--- src/rtl/inst_encode.sv ---
// RV32I instruction encoder: packs split decoder fields into 32-bit words, tags them with a
// word-aligned byte address and queues them for the loader. Optional INST_ENC_RANGE_CHECK_EN adds imm checks.
module inst_encode #(
    parameter int ADDR_W = 12,
    parameter int DEPTH  = 4
) (
    input  logic              clk,
    input  logic              rst,
    input  logic              base_load,
    input  logic [ADDR_W-1:0] base_addr,
    input  logic              in_valid,
    output logic              in_ready,
    input  logic [6:0]        in_opcode,
    input  logic [4:0]        in_rd,
    input  logic [4:0]        in_rs1,
    input  logic [4:0]        in_rs2,
    input  logic [3:0]        in_msg,
    input  logic [31:0]       in_imm,
    output logic              out_valid,
    input  logic              out_ready,
    output logic [31:0]       out_data,
    output logic [ADDR_W-1:0] out_addr,
    output logic              err_valid,
    output logic [1:0]        err_code,
    output logic [7:0]        err_cnt
);

    localparam int PTR_W = (DEPTH > 1) ? $clog2(DEPTH) : 1;
    localparam int CNT_W = PTR_W + 1;

    localparam logic [6:0] OP_LUI    = 7'b0110111;
    localparam logic [6:0] OP_AUIPC  = 7'b0010111;
    localparam logic [6:0] OP_JAL    = 7'b1101111;
    localparam logic [6:0] OP_JALR   = 7'b1100111;
    localparam logic [6:0] OP_LOAD   = 7'b0000011;
    localparam logic [6:0] OP_FENCE  = 7'b0001111;
    localparam logic [6:0] OP_SYSTEM = 7'b1110011;
    localparam logic [6:0] OP_IMM    = 7'b0010011;
    localparam logic [6:0] OP_BRANCH = 7'b1100011;
    localparam logic [6:0] OP_STORE  = 7'b0100011;
    localparam logic [6:0] OP_REG    = 7'b0110011;

    typedef enum logic [2:0] {
        FMT_U, FMT_J, FMT_I, FMT_SH, FMT_B, FMT_S, FMT_R, FMT_BAD
    } fmt_e;

    fmt_e              fmt_s;
    logic [31:0]       word_s;
    logic [2:0]        f3_s;
    logic [6:0]        f7_s;
    logic              range_bad_s;
    logic              misalign_s;
    logic [1:0]        err_code_s;
    logic              accept_s;
    logic              push_s;
    logic              pop_s;
    logic [ADDR_W-1:0] addr_base_s;
    logic [ADDR_W-1:0] addr_use_s;

    logic [31:0]       data_q [DEPTH];
    logic [ADDR_W-1:0] tag_q  [DEPTH];
    logic [PTR_W-1:0]  wr_ptr_q, rd_ptr_q;
    logic [CNT_W-1:0]  count_q, count_d;
    logic [ADDR_W-1:0] addr_q, addr_d;
    logic              in_ready_q, out_valid_q;
    logic              err_valid_q;
    logic [1:0]        err_code_q;
    logic [7:0]        err_cnt_q;

    assign f3_s = in_msg[2:0];
    assign f7_s = {1'b0, in_msg[3], 5'b00000};

    // Opcode to instruction format; shift-immediate ops get their own format.
    always_comb begin
        fmt_s = FMT_BAD;
        case (in_opcode)
            OP_LUI, OP_AUIPC:                    fmt_s = FMT_U;
            OP_JAL:                              fmt_s = FMT_J;
            OP_JALR, OP_LOAD, OP_FENCE, OP_SYSTEM: fmt_s = FMT_I;
            OP_IMM: begin
                if ((f3_s == 3'b001) || (f3_s == 3'b101)) begin
                    fmt_s = FMT_SH;
                end else begin
                    fmt_s = FMT_I;
                end
            end
            OP_BRANCH:                           fmt_s = FMT_B;
            OP_STORE:                            fmt_s = FMT_S;
            OP_REG:                              fmt_s = FMT_R;
            default:                             fmt_s = FMT_BAD;
        endcase
    end

    // Field packing; fields a format does not carry are simply not emitted.
    always_comb begin
        word_s = 32'h0000_0000;
        case (fmt_s)
            FMT_U:  word_s = {in_imm[31:12], in_rd, in_opcode};
            FMT_J:  word_s = {in_imm[20], in_imm[10:1], in_imm[11], in_imm[19:12], in_rd, in_opcode};
            FMT_I:  word_s = {in_imm[11:0], in_rs1, f3_s, in_rd, in_opcode};
            FMT_SH: word_s = {f7_s, in_imm[4:0], in_rs1, f3_s, in_rd, in_opcode};
            FMT_B:  word_s = {in_imm[12], in_imm[10:5], in_rs2, in_rs1, f3_s,
                              in_imm[4:1], in_imm[11], in_opcode};
            FMT_S:  word_s = {in_imm[11:5], in_rs2, in_rs1, f3_s, in_imm[4:0], in_opcode};
            FMT_R:  word_s = {f7_s, in_rs2, in_rs1, f3_s, in_rd, in_opcode};
            default: word_s = 32'h0000_0000;
        endcase
    end

`ifdef INST_ENC_RANGE_CHECK_EN
    // True when v is representable as a signed (msb+1)-bit value.
    function automatic logic sext_ok(input logic [31:0] v, input int msb);
        logic [31:0] sh;
        sh = $signed(v) >>> msb;
        return (sh == 32'h0000_0000) || (sh == 32'hFFFF_FFFF);
    endfunction

    // Immediate range and alignment checks; B/J top values are odd-only so they fail range first.
    always_comb begin
        range_bad_s = 1'b0;
        misalign_s  = 1'b0;
        case (fmt_s)
            FMT_U:       range_bad_s = |in_imm[11:0];
            FMT_I, FMT_S: range_bad_s = !sext_ok(in_imm, 11);
            FMT_SH:      range_bad_s = |in_imm[31:5];
            FMT_B: begin
                range_bad_s = !sext_ok(in_imm, 12) || (in_imm == 32'h0000_0FFF);
                misalign_s  = in_imm[0];
            end
            FMT_J: begin
                range_bad_s = !sext_ok(in_imm, 20) || (in_imm == 32'h000F_FFFF);
                misalign_s  = in_imm[0];
            end
            default: begin
                range_bad_s = 1'b0;
                misalign_s  = 1'b0;
            end
        endcase
    end
`else
    assign range_bad_s = 1'b0;
    assign misalign_s  = 1'b0;
`endif

    // Error classification: unknown opcode first, then range, then alignment.
    always_comb begin
        err_code_s = 2'b00;
        if (fmt_s == FMT_BAD) begin
            err_code_s = 2'b01;
        end else if (range_bad_s) begin
            err_code_s = 2'b10;
        end else if (misalign_s) begin
            err_code_s = 2'b11;
        end else begin
            err_code_s = 2'b00;
        end
    end

    assign accept_s    = in_valid && in_ready_q;
    assign push_s      = accept_s && (err_code_s == 2'b00);
    assign pop_s       = out_ready && out_valid_q;
    assign addr_base_s = base_addr & ~ADDR_W'(2'd3);
    assign addr_use_s  = base_load ? addr_base_s : addr_q;

    // Next-state for FIFO occupancy and the address counter.
    always_comb begin
        count_d = count_q;
        case ({push_s, pop_s})
            2'b10:   count_d = count_q + CNT_W'(1'b1);
            2'b01:   count_d = count_q - CNT_W'(1'b1);
            default: count_d = count_q;
        endcase
        if (push_s) begin
            addr_d = addr_use_s + ADDR_W'(3'd4);
        end else if (base_load) begin
            addr_d = addr_base_s;
        end else begin
            addr_d = addr_q;
        end
    end

    // FIFO storage, pointers, handshake flags and error reporting.
    always_ff @(posedge clk or posedge rst) begin
        if (rst) begin
            for (int i = 0; i < DEPTH; i++) begin
                data_q[i] <= 32'h0000_0000;
                tag_q[i]  <= '0;
            end
            wr_ptr_q    <= '0;
            rd_ptr_q    <= '0;
            count_q     <= '0;
            addr_q      <= '0;
            in_ready_q  <= 1'b0;
            out_valid_q <= 1'b0;
            err_valid_q <= 1'b0;
            err_code_q  <= 2'b00;
            err_cnt_q   <= 8'd0;
        end else begin
            if (push_s) begin
                data_q[wr_ptr_q] <= word_s;
                tag_q[wr_ptr_q]  <= addr_use_s;
                wr_ptr_q         <= wr_ptr_q + PTR_W'(1'b1);
            end
            if (pop_s) begin
                rd_ptr_q <= rd_ptr_q + PTR_W'(1'b1);
            end
            count_q     <= count_d;
            addr_q      <= addr_d;
            in_ready_q  <= (count_d != CNT_W'(DEPTH));
            out_valid_q <= (count_d != '0);
            err_valid_q <= accept_s && (err_code_s != 2'b00);
            if (accept_s && (err_code_s != 2'b00)) begin
                err_code_q <= err_code_s;
                if (err_cnt_q != 8'hFF) begin
                    err_cnt_q <= err_cnt_q + 8'd1;
                end
            end
        end
    end

    assign in_ready  = in_ready_q;
    assign out_valid = out_valid_q;
    assign out_data  = data_q[rd_ptr_q];
    assign out_addr  = tag_q[rd_ptr_q];
    assign err_valid = err_valid_q;
    assign err_code  = err_code_q;
    assign err_cnt   = err_cnt_q;

endmodule
--- config.mk ---
export PLATFORM = sky130hd
export DESIGN_NAME = inst_encode
export DESIGN_NICKNAME = d
export VERILOG_FILES = /design/src/rtl/inst_encode.sv
export SDC_FILE = /design/constraint.sdc
export NUM_CORES = 1
export LEC_CHECK = 0
export CAP_MARGIN = 10
export CORE_AREA = 2 2 185 187
export CTS_BUF_LIST = sky130_fd_sc_hd__clkbuf_4 sky130_fd_sc_hd__clkbuf_8 sky130_fd_sc_hd__clkbuf_16
export DETAILED_ROUTE_END_ITERATION = 12
export DIE_AREA = 0 0 187 189
export DONT_BUFFER_PORTS = 1
export GPL_ROUTABILITY_DRIVEN = 1
export MAX_ROUTING_LAYER = met4
export PLACE_DENSITY = 0.4
export SETUP_SLACK_MARGIN = 0.15
export SKIP_CTS_REPAIR_TIMING = 1
export SYNTH_ARGS = -nofsm -noshare
export SYNTH_HDL_FRONTEND = slang
export SYNTH_SLANG_ARGS = --single-unit
--- constraint.sdc ---
create_clock -name clk -period 10 [get_ports clk]
set_input_delay 2 -clock clk [delete_from_list [all_inputs] [get_ports clk]]
set_output_delay 2 -clock clk [all_outputs]
set_load 0.03 [all_outputs]
Word level (Yosys, flattened, before mapping)
Cells that the tools add are included.

$add $sub $neg: 6. Multiply operators: 0. Div/mod/pow operators: 0. Order comparisons: 3. Equal/unequal tests: 24. Shifts and indexed selects: 0. Mux-type cells: 19. Bitwise gates (word level): 2. Reductions and logical operators: 13.

Operators by type and width (number): $pmux W32 S7 (1); $bwmux W128 (1); $mux W32 (3); $bmux W32 S2 (1); $demux W32 S2 (1); $mux W12 (5); $bwmux W48 (1); $eq A7 B7 Y1 const B (4); $bmux W12 S2 (1); $demux W12 S2 (1); $eq A7 B6 Y1 const B (3); $pmux W3 S7 (1); $eq A3 B3 Y1 const B (5); $eq A7 B5 Y1 const B (2); $add A12 B3 Y12 const B (1); $add A8 B1 Y8 const B (1); $ne A8 B8 Y1 const B (1); $eq A7 B2 Y1 const B (1); $eq A7 B4 Y1 const B (1); $eq A3 B1 Y1 const B (2); $eq A3 B2 Y1 const B (2); $ge A3 B3 Y1 const B (2); $not A2 Y3 (2); $pmux W3 S2 (1); 17 further kinds (23).

Bits in registers: 208. Latch bits: 0. Memory bits (writable): 0. Bits in read-only memories: 0. Bits of input ports: 75. Output and inout bits: 57. Word-level logic and storage cells: 84. Memories kept: 0.

Longest topological paths before layout
Gate-level depths: netlist of the first run.

Depth after elaboration: 11. Depth in mapped cells: 12. Gate-level depth less buffers: 10.

Worst setup path after synthesis of the first run
OpenSTA, ideal clock, no wires.

Path type: input-to-reg. Start point: in in_opcode[2]. End point: reg in_ready_q, in the netlist in_ready. Setup time: 126 ps. Arrival: 4226 ps. Data required time: 9874 ps. Path slack: 5648 ps. Stages: 11. Path buffers: 2. Cell sequence: buf_4 -> and4bb_2 -> a22oi_4 -> a21oi_4 -> buf_2 -> inv_1 -> ha_1 -> fa_1 -> mux2_2 -> nor2_1 -> nand2_1.

Word-level cells in the longest chain between the ends: 10. Elaborated cells between the ends (all ways): 22. Those cells by class: 15 x eq/ne; 3 x mux; 4 x reduce/logical.

Ends and longest elaborated chain: start: declaration (RTL line 13) `input logic [6:0] in_opcode,`; $eq A7 B7 Y1 (tied with other cells) (RTL line 76) `case (in_opcode)`; $reduce_or A4 Y1 / $reduce_or A2 Y1 (equally long branches) (RTL line 76); $pmux W3 S7 (*) (RTL line 76); $eq A3 B3 Y1 (*) (RTL line 148) `if (fmt_s == FMT_BAD) begin`; $mux W1 (*) (RTL line 148); $logic_not A2 Y1 (*) (RTL line 160) `assign push_s = accept_s && (err_code_s == 2'b00);`; $logic_and A1 B1 Y1 (*) (RTL line 160); $eq A2 B1 Y1 / $eq A2 B2 Y1 (equally long branches) (RTL line 168) `case ({push_s, pop_s})`; $pmux W3 S2 (*) (RTL line 168); via count_d[1] (RTL line 63) `logic [CNT_W-1:0] count_q, count_d;`; $ne A3 B3 Y1 (*) (RTL line 209) `in_ready_q <= (count_d != CNT_W'(DEPTH));`; end signal: assignment (RTL line 209); end: declaration (RTL line 65) `logic in_ready_q, out_valid_q;`.

The timed path passes the listed nets; every way through them passes the cells marked *. A chain may end at the register's enable or synchronous reset.

Worst setup path in the final report of the first run
Start point: reg rd_ptr_q[0]. End point: out out_data[22].

Word-level cells in the longest chain between the ends: 4.

Ends and longest elaborated chain: start: declaration (RTL line 62) `logic [PTR_W-1:0] wr_ptr_q, rd_ptr_q;`; start signal: assignment (RTL line 205) `rd_ptr_q <= rd_ptr_q + PTR_W'(1'b1);`; $not A2 Y3 (not written as such) (RTL line 223) `assign out_data = data_q[rd_ptr_q];`; $bmux W32 S2 (RTL line 223); $mux W32 (not written as such) (2 in series) (RTL line 223); end: declaration (RTL line 21) `output logic [31:0] out_data,`.

No other way between the ends. The select of a mux whose other input is x is not followed.

==> flow_summary_export.csv, run 1 <==
group,metric,value,unit
logic_synthesis,async_reset_ff_share,100.0,%
placement,port_buffers,0,
critical_path,crit_fanout,46,
sta,min_period_over_period,44.51,%
critical_path,crit_family,"flip-flops",
clocking,cts_max_level,1,
grt,overflow,0,
clocking,clockBufferDepth,3,
sta,skew,0.01347,ns
sta,slew_headroom,25.71,%
sta,rsz0062_at_grt,"no",
clocking,cts_tree,"built",
drt,dr.pass1.iters,6,
drt,vias,6577,
logic_synthesis,seq_area_frac_synth,52.46,%
sta,drv_slew,0,
clocking,cts_root_buffer,"clkbuf_16",
outcome,status,"completed",
clocking,cts_made_buffers,26,
floorplanning,die_w,187,um
critical_path,startpoint_type,"flip-flop",
clocking,cts.clk_slew.worst_paths,0.06,ns
drt,wl,29600,um
power_and_ir_drop,power_density,253.7,nW/um^2
drt,wl_per_cell,22.68,um
placement,dp.cells,1257,
sta,tightestPinTransition,1.114,ns
critical_path,rrSetupSlack,7.21,ns
grt,grt_pass1_wl,45820,um
floorplanning,ioPinCount,132,
grt,grt_max_degree,80,
critical_path,path_class,"flip-flop to output port",
layout,nets,920,
logic_synthesis,synth_area,9873,um^2
critical_path,critPathArrivalTime,2.45,ns
sta,tns,0,ns
layout,fin_cells,1305,
logic_synthesis,ys_types,58,
logic_synthesis,synthFlopType,"dfrtp_1",
power_and_ir_drop,ir_drop,0.1413,mV
sta,final-hold-violation-count,0,
floorplanning,core,33280,um^2
critical_path,path_buf_inv,0,
clocking,cts.sinks,207,
logic_synthesis,synth_cells,852,
logic_synthesis,synth-edff-count,0,
run,drv_cap,0,
floorplanning,die_h,189,um
sta,fmax,0.2246,GHz
layout,drive_gt1_share,20.54,%
critical_path,cp_slowest_stage_delay,1.14,ns
floorplanning,die_area,35340,um^2
placement,dpl.hpwl,18590,um
sta,timing.hold.ws,0.4590,ns
layout,layout-area-overhead-vs-synth,13.48,%
layout,antenna-diode-count,0,
logic_synthesis,ys_ff_latch,207,
grt,antenna_found_initial,0,
drt,drc,0,
critical_path,critPathSlowestCell,"dfrtp_4",
critical_path,crit_required,8.00,ns
floorplanning,num_rows,67,
logic_synthesis,synth_nets,935,
drt,drt_iter0_drc,345,
logic_synthesis,avgSynthCellArea,11.59,um^2
drt,antenna_left,0,
drt,viasPerCell,5.040,
clocking,clk_latency,0.54,ns
grt,track_usage,17.49,%
power_and_ir_drop,leakagePower,4.750,nW
placement,gp_congestion,0.7264,
sta,period_needed,4.451,ns
floorplanning,initial_core_util,29.67,%
sta,finalSetupViolCount,0,
logic_synthesis,yosys_warnings,0,
critical_path,path_cells,"mux4_2",
grt,first_global_vias,6912,
critical_path,end_kind,"output port",
worst_hold_path,hp-class,"flip-flop to flip-flop",
[cell type report]
type / instances / area, um^2
Clock buffer: 32 / 726.9
Sequential cell: 207 / 5185
Inverter: 15 / 63.81
Clock inverter: 16 / 182.7
Tap cell: 448 / 560.5
Fill cell: 3363 / 22080
Timing Repair Buffer: 10 / 75.07
Multi-Input combinational cell: 577 / 4410
[state kept, by name, indices dropped and copies added, names as in the netlist]
| signal | count |
|---|---|
| data_q | 128 |
| tag_q | 48 |
| addr_q | 12 |
| err_cnt | 8 |
| count_q | 3 |
| rd_ptr_q | 2 |
| wr_ptr_q | 2 |
| err_code | 1 |
| err_valid | 1 |
| in_ready | 1 |
| out_valid | 1 |
[per-layer routing]
layer | vias to the layer above | GRT usage (%) | routed length, um
li1 | 3036 | - | -
met1 | 3372 | 22.94 | 13240
met2 | 134 | 27.51 | 13980
met3 | 35 | 4.152 | 1849
met4 | 0 | 4.029 | 527
met5 | - | - | 0
[Yosys cell counts, types with 11 or more instances]
cell	number	area, um^2
dfrtp_1	207	5180
nand2_1	149	559.3
o21ai_0	130	650.6
mux4_2	44	991.0
mux2_2	39	439.2
mux2i_1	32	320.3
clkbuf_1	27	101.4
buf_2	21	105.1
inv_1	15	56.30
a31o_2	14	122.6
nand2b_1	14	87.58
nor2_1	13	48.80
and3_1	11	68.82
xnor2_1	11	96.34
[per-stage QoR]
stage	utilization, %	power [mW]	worst slack (ns)	instance area, um^2
2_1_floorplan	-	1.726	2.348	9873
3_3_place_gp	30.93	1.887	5.040	10290
3_5_place_dp	30.93	1.897	5.049	10290
4_1_cts	33.67	2.893	5.429	11200
5_1_grt	33.67	3.009	5.357	11200
6_report	33.67	2.843	5.549	11200
[where the power goes]
part | switching (mW) | internal [mW]
Sequential | 0.200 | 1.02
Clock | 0.385 | 0.596
Combinational | 0.369 | 0.276
[cells by family (layout without fill, tap and decap cells)]
family / Yosys count / in the layout / synth area share, %
DFF: 207 / 207 / 52.46
buffers and inverters: 68 / 73 / 3.003
AOI/OAI and AO/OA: 199 / 199 / 12.72
and+or+nand+nor: 230 / 230 / 10.72
other: 1 / 1 / 0.03798
adders and majority gates: 8 / 8 / 1.090
xor gates and xnor gates: 20 / 20 / 1.774
muxes: 119 / 119 / 18.19
[worst paths after layout]
| path | from | endpoint | cells after the start |
|---|---|---|---|
| worst min register to register | data_q[96]$_DFFE_PP0P_ | data_q[96]$_DFFE_PP0P_ | 1 |
| max in group asynchronous | rst | rd_ptr_q[0]$_DFFE_PP0P_ | 2 |
| worst min-delay path | data_q[96]$_DFFE_PP0P_ | data_q[96]$_DFFE_PP0P_ | 1 |
| worst max register to register | in_ready$_DFF_PP0_ | in_ready$_DFF_PP0_ | 9 |
| worst max-delay path | rd_ptr_q[0]$_DFFE_PP0P_ | out_data[22] | 1 |
| min in group asynchronous | rst | err_cnt[2]$_DFFE_PP0P_ | 1 |
[cells in the final DEF (no fill, tap or decap), drive strengths merged, types with 3 or more instances in the layout]
cell and instances:
a21o 4, nand4 3, and2 9, mux2i 32, and3 11, nand3b 3, nand2b 14, a222oi 5
inv 15, nor3 3, mux4 44, nor2b 4, buf 10, nor2 13, a32oi 8, ha 7
clkinv 8, clkbuf 32, xor2 9, clkinvlp 5, nand2 149, a21oi 12, nand3 9, bufinv 3
nor3b 3, or2 3, o21ai 134, xnor2 11, a31o 21, mux2 43, dfrtp 207
(Power assumes the default switching activity.)
==> run 2, diff against run 1 <==
==> constraint.sdc (replaced) <==
create_clock -name clk -period 4.3 [get_ports clk]
set_input_delay 0.86 -clock clk [delete_from_list [all_inputs] [get_ports clk]]
set_output_delay 0.86 -clock clk [all_outputs]
set_load 0.03 [all_outputs]
==> run 2 against run 1 <==
  * Clock power up 110%
  * Register-to-register slack got worse by 5.4 ns
  * Largest cell class unchanged
  * Clock skew increased by 0.0019 ns
==> flow_summary_export.csv, run 2 (synthesized netlist as in run 1, its figures left out) <==
group,metric,value,unit
placement,placed_area,10410,um^2
power_and_ir_drop,power_density,572.3,nW/um^2
run,drv_cap,0,
sta,drv_slew,0,
layout,fill_cells,3352,
layout,largest_reg_flops,128,
floorplanning,initial_core_util,29.67,%
grt,top_usage_layer,"met2",
drt,wl,30060,um
clocking,cts_made_buffers,26,
floorplanning,num_rows,67,
critical_path,path_class,"flip-flop to output port",
sta,period_needed,3.229,ns
sta,final-hold-violation-count,0,
drt,viasPerCell,5.082,
sta,skew,0.01537,ns
floorplanning,die_w,187,um
sta,fmax,0.3097,GHz
drt,antenna_left,0,
floorplanning,die_area,35340,um^2
power_and_ir_drop,p_int,4.248,mW
critical_path,crit_required,3.44,ns
clocking,cts_tree,"built",
critical_path,startpoint_type,"flip-flop",
floorplanning,die_h,189,um
power_and_ir_drop,leakagePower,4.778,nW
layout,final_common_cell,"dfrtp_1",
grt,overflow,0,
layout,layout_common_cells,"dfrtp_1, nand2_1, o21ai_0",
sta,finalSetupViolCount,0,
power_and_ir_drop,p_sw,2.165,mW
placement,gp_congestion,0.7259,
sta,min_period_over_period,75.10,%
layout,nets,931,
grt,antenna_found_initial,0,
power_and_ir_drop,ir_drop,0.2910,mV
layout,largest_register,"data_q",
critical_path,crit_fanout,25,
drt,drc,0,
sta,tightestPinTransition,0.9700,ns
sta,rsz0062_at_grt,"no",
layout,drive_gt1_share,20.67,%
clocking,cts.sinks,207,
drt,dr.pass1.iters,4,
grt,grt_use_met3,3.930,%
layout,reg_top3,"data_q: 128 flops, tag_q: 48 flops, addr_q: 12 flops",
grt,use_met2,29.37,%
power_and_ir_drop,seq_power_share,44.6,%
floorplanning,core,33280,um^2
outcome,status,"completed",
sta,slew_headroom,35.34,%
clocking,clockBufferDepth,3,
grt,grt_max_degree,61,
layout,fin_area,11210,um^2
clocking,cts.clk_slew.worst_paths,0.06,ns
critical_path,critPathArrivalTime,2.37,ns
placement,dpl.hpwl,19360,um
power_and_ir_drop,p_comb_share,23.2,%
drt,wl_per_cell,22.97,um
power_and_ir_drop,clock_power_share,32.2,%
layout,antenna-diode-count,0,
drt,vias,6652,
layout,fin_cells,1309,
sta,timing.hold.ws,0.3665,ns
clocking,cts_max_level,1,
grt,grt_use_met1,22.97,%
critical_path,path_cells,"buf_4 > mux4_2",
critical_path,end_kind,"output port",
critical_path,cp_slowest_stage_delay,0.80,ns
critical_path,critPathSlowestCell,"dfrtp_4",
grt,grt_pass1_wl,47190,um
drt,drt_iter0_drc,399,
grt,track_usage,17.90,%
worst_hold_path,hp-class,"input port to asynchronous set/reset pin",
power_and_ir_drop,swShare,33.76,%
placement,port_buffers,0,
layout,layout-area-overhead-vs-synth,13.50,%
placement,dp.cells,1268,
floorplanning,ioPinCount,132,
grt,first_global_vias,7311,
clocking,clk_latency,0.54,ns
sta,tns,0,ns
clocking,cts_root_buffer,"clkbuf_16",
[run 2: cell type report]
type                    count  area (um^2)  area share (%)
well taps                 448        560.5           5.002
clock inverters             2        25.02          0.2233
flip-flops and latches    207         5187           46.29
repair buffers             21        207.7           1.854
clock buffers              39        767.0           6.845
inverters                  15        60.06          0.5360
multi-input cells         577         4398           39.25
[run 2: power groups by stage]
stage	logic, mW	registers (mW)	clock network [mW]
floorplan	1.39	2.62	0
global placement	1.50	2.91	0
detailed placement	1.53	2.91	0
CTS	1.53	2.88	2.13
global route	1.64	2.94	2.21
finish	1.49	2.86	2.06
[run 2: worst max-delay path: cells and delay by family, from the launching register on]
family                 cells  cell delay (ns)
buffers and inverters      1             0.34
DFF                        1             0.80
muxes                      1             0.66
[run 2: path summary, 6_finish.rpt]
check,startpoint,to,slack [ns],cells after the start
worst max-delay path,rd_ptr_q[0]$_DFFE_PP0P_,out_data[11],1.07,2
worst min-delay path,rst,data_q[42]$_DFFE_PP0P_,0.37,1
worst max register to register,in_ready$_DFF_PP0_,out_valid$_DFF_PP0_,1.86,9
worst min register to register,data_q[64]$_DFFE_PP0P_,data_q[64]$_DFFE_PP0P_,0.46,1
max in group asynchronous,rst,data_q[94]$_DFFE_PP0P_,3.13,2
min in group clk,data_q[64]$_DFFE_PP0P_,data_q[64]$_DFFE_PP0P_,0.46,1
[run 2: metal layers]
metal | wire length [um] | vias up
li1 | - | 3049
met4 | 452 | 0
met5 | 0 | -
met1 | 13350 | 3436
met2 | 14510 | 135
met3 | 1749 | 32
[run 2: per-stage QoR]
stage	power, mW	utilization, %	worst slack (ns)
floorplan	4.016	-	0.7538
global placement	4.411	31.29	0.9727
detailed placement	4.436	31.29	0.9610
CTS	6.535	33.67	0.9804
global route	6.784	33.67	0.9206
finish	6.413	33.67	1.071
==> run 3, diff against run 2 <==
==> constraint.sdc (replaced) <==
create_clock -name clk -period 3.3 [get_ports clk]
set_input_delay 0.66 -clock clk [delete_from_list [all_inputs] [get_ports clk]]
set_output_delay 0.66 -clock clk [all_outputs]
set_load 0.03 [all_outputs]
==> run 3 against run 2 <==
  * Routed wire length increased by 1.4%
  * Largest power group unchanged
  * Highest routed layer unchanged
  * Utilization is 0.55 points higher
  * Sequential share of layout area shrank 0.77 points
  * Clock skew decreased by 0.0030 ns
==> flow_summary_export.csv, run 3 (synthesized netlist as in run 1, its figures left out) <==
group,metric,value,unit
drt,drc,0,
layout,largest_reg_flops,128,
layout,reg_top3,"data_q: 128 flops, tag_q: 48 flops, addr_q: 12 flops",
floorplanning,initial_core_util,29.67,%
critical_path,path_class,"flip-flop to output port",
critical_path,rrSetupSlack,0.83,ns
sta,timing.hold.ws,0.08204,ns
grt,overflow,0,
sta,finalSetupViolCount,0,
sta,skew,0.01240,ns
layout,layout-area-overhead-vs-synth,15.36,%
layout,fin_area,11390,um^2
grt,grt_use_met3,4.208,%
critical_path,startpoint_type,"flip-flop",
layout,multi_input_area,4397,um^2
power_and_ir_drop,clock_power_share,33.2,%
clocking,cts.sinks,207,
power_and_ir_drop,swShare,33.06,%
sta,tns,0,ns
grt,top_usage_layer,"met2",
grt,grt_max_degree,74,
layout,layout_common_cells,"dfrtp_1, nand2_1, o21ai_0",
power_and_ir_drop,fin_total_pwr,8.577,mW
power_and_ir_drop,leakagePower,4.880,nW
grt,track_usage,18.10,%
critical_path,crit_required,2.64,ns
power_and_ir_drop,p_int,5.742,mW
critical_path,r2r_end,"in_ready$_DFF_PP0_",
drt,dr.pass1.iters,5,
floorplanning,core,33280,um^2
clocking,cts_made_buffers,25,
layout,antenna-diode-count,0,
clocking,cts.clk_slew.worst_paths,0.06,ns
clocking,cts_root_buffer,"clkbuf_16",
layout,nets,946,
clocking,cts_tree,"built",
sta,fmax,0.3373,GHz
placement,dpl.hpwl,20270,um
power_and_ir_drop,seq_power_share,42.2,%
critical_path,critPathSlowestCell,"dfrtp_4",
drt,vias,6718,
critical_path,cp_slowest_stage_delay,0.80,ns
layout,post-route-util,34.22,%
layout,largest_register,"data_q",
grt,grt_pass1_wl,47440,um
floorplanning,die_area,35340,um^2
sta,min_period_over_period,89.83,%
floorplanning,num_rows,67,
sta,drv_slew,0,
worst_hold_path,hp-class,"input port to asynchronous set/reset pin",
placement,gp_congestion,0.7332,
critical_path,path_cells,"buf_4 > mux4_2",
power_and_ir_drop,p_comb_share,24.6,%
floorplanning,die_w,187,um
critical_path,r2r-start,"in_ready$_DFF_PP0_",
power_and_ir_drop,power_density,753.0,nW/um^2
clocking,clk_latency,0.52,ns
layout,fill_cells,3364,
floorplanning,die_h,189,um
critical_path,crit_fanout,23,
placement,placed_area,10540,um^2
sta,slew_headroom,39.03,%
drt,drt_iter0_drc,369,
drt,wl_per_cell,22.97,um
power_and_ir_drop,p_sw,2.835,mW
drt,antenna_left,0,
clocking,cts_max_level,1,
sta,period_needed,2.964,ns
grt,use_met2,29.47,%
critical_path,end_kind,"output port",
layout,final_common_cell,"dfrtp_1",
layout,drive_gt1_share,22.18,%
grt,first_global_vias,7342,
placement,port_buffers,0,
layout,seqCellArea,5185,um^2
floorplanning,ioPinCount,132,
critical_path,ff2ff_path_depth,9,
grt,grt_use_met1,23.35,%
sta,final-hold-violation-count,0,
grt,antenna_found_initial,0,
critical_path,critPathArrivalTime,2.30,ns
power_and_ir_drop,ir_drop,0.3386,mV
sta,rsz0062_at_grt,"no",
run,drv_cap,0,
sta,tightestPinTransition,0.9085,ns
drt,viasPerCell,5.063,
outcome,status,"completed",
drt,wl,30480,um
clocking,clockBufferDepth,3,
run 3: worst max-delay path by stage:
stage / slack (ns) / startpoint / to
floorplan: -0.05 / rst / addr_q[0]$_DFF_PP0_
global placement: 0.54 / in_opcode[2] / out_valid$_DFF_PP0_
detailed placement: 0.52 / in_opcode[2] / out_valid$_DFF_PP0_
CTS: 0.25 / rd_ptr_q[0]$_DFFE_PP0P_ / out_addr[3]
global route: 0.20 / rd_ptr_q[0]$_DFFE_PP0P_ / out_addr[3]
finish: 0.34 / rd_ptr_q[0]$_DFFE_PP0P_ / out_addr[3]
run 3: power groups by stage:
stage	Clock (mW)	Combinational [mW]	Sequential, mW
final	2.85	2.11	3.62
after global routing	3.05	2.32	3.72
after CTS	2.94	2.16	3.64
after detailed placement	0	2.16	3.68
after global placement	0	2.13	3.67
after floorplan	0	1.81	3.42
run 3: layout make-up:
cell class,instances,share of cell area (%)
Multi-Input combinational cell,577,38.60
Clock buffer,34,6.361
Sequential cell,207,45.52
Tap cell,448,4.921
Timing Repair Buffer,37,2.988
Inverter,15,0.5273
Clock inverter,9,1.077
run 3: worst max-delay path, delay by kind of cell, from the launching register on:
family	cells	cell delay [ns]
muxes	1	0.66
buffers and inverters	1	0.32
DFF	1	0.80
run 3: metal layers:
layer  vias up  share of wire, %
met2       111                48
met3        26               5.3
li1       3077                 -
met4         0               1.2
met5         -                 0
met1      3504                46
run 3: stage by stage:
stage | instances | setup WS [ns]
global route | 1327 | 0.1956
CTS | 1327 | 0.2483
detailed placement | 1284 | 0.5204
floorplan | 852 | -0.04625
finish | 1327 | 0.3355
global placement | 1284 | 0.5403
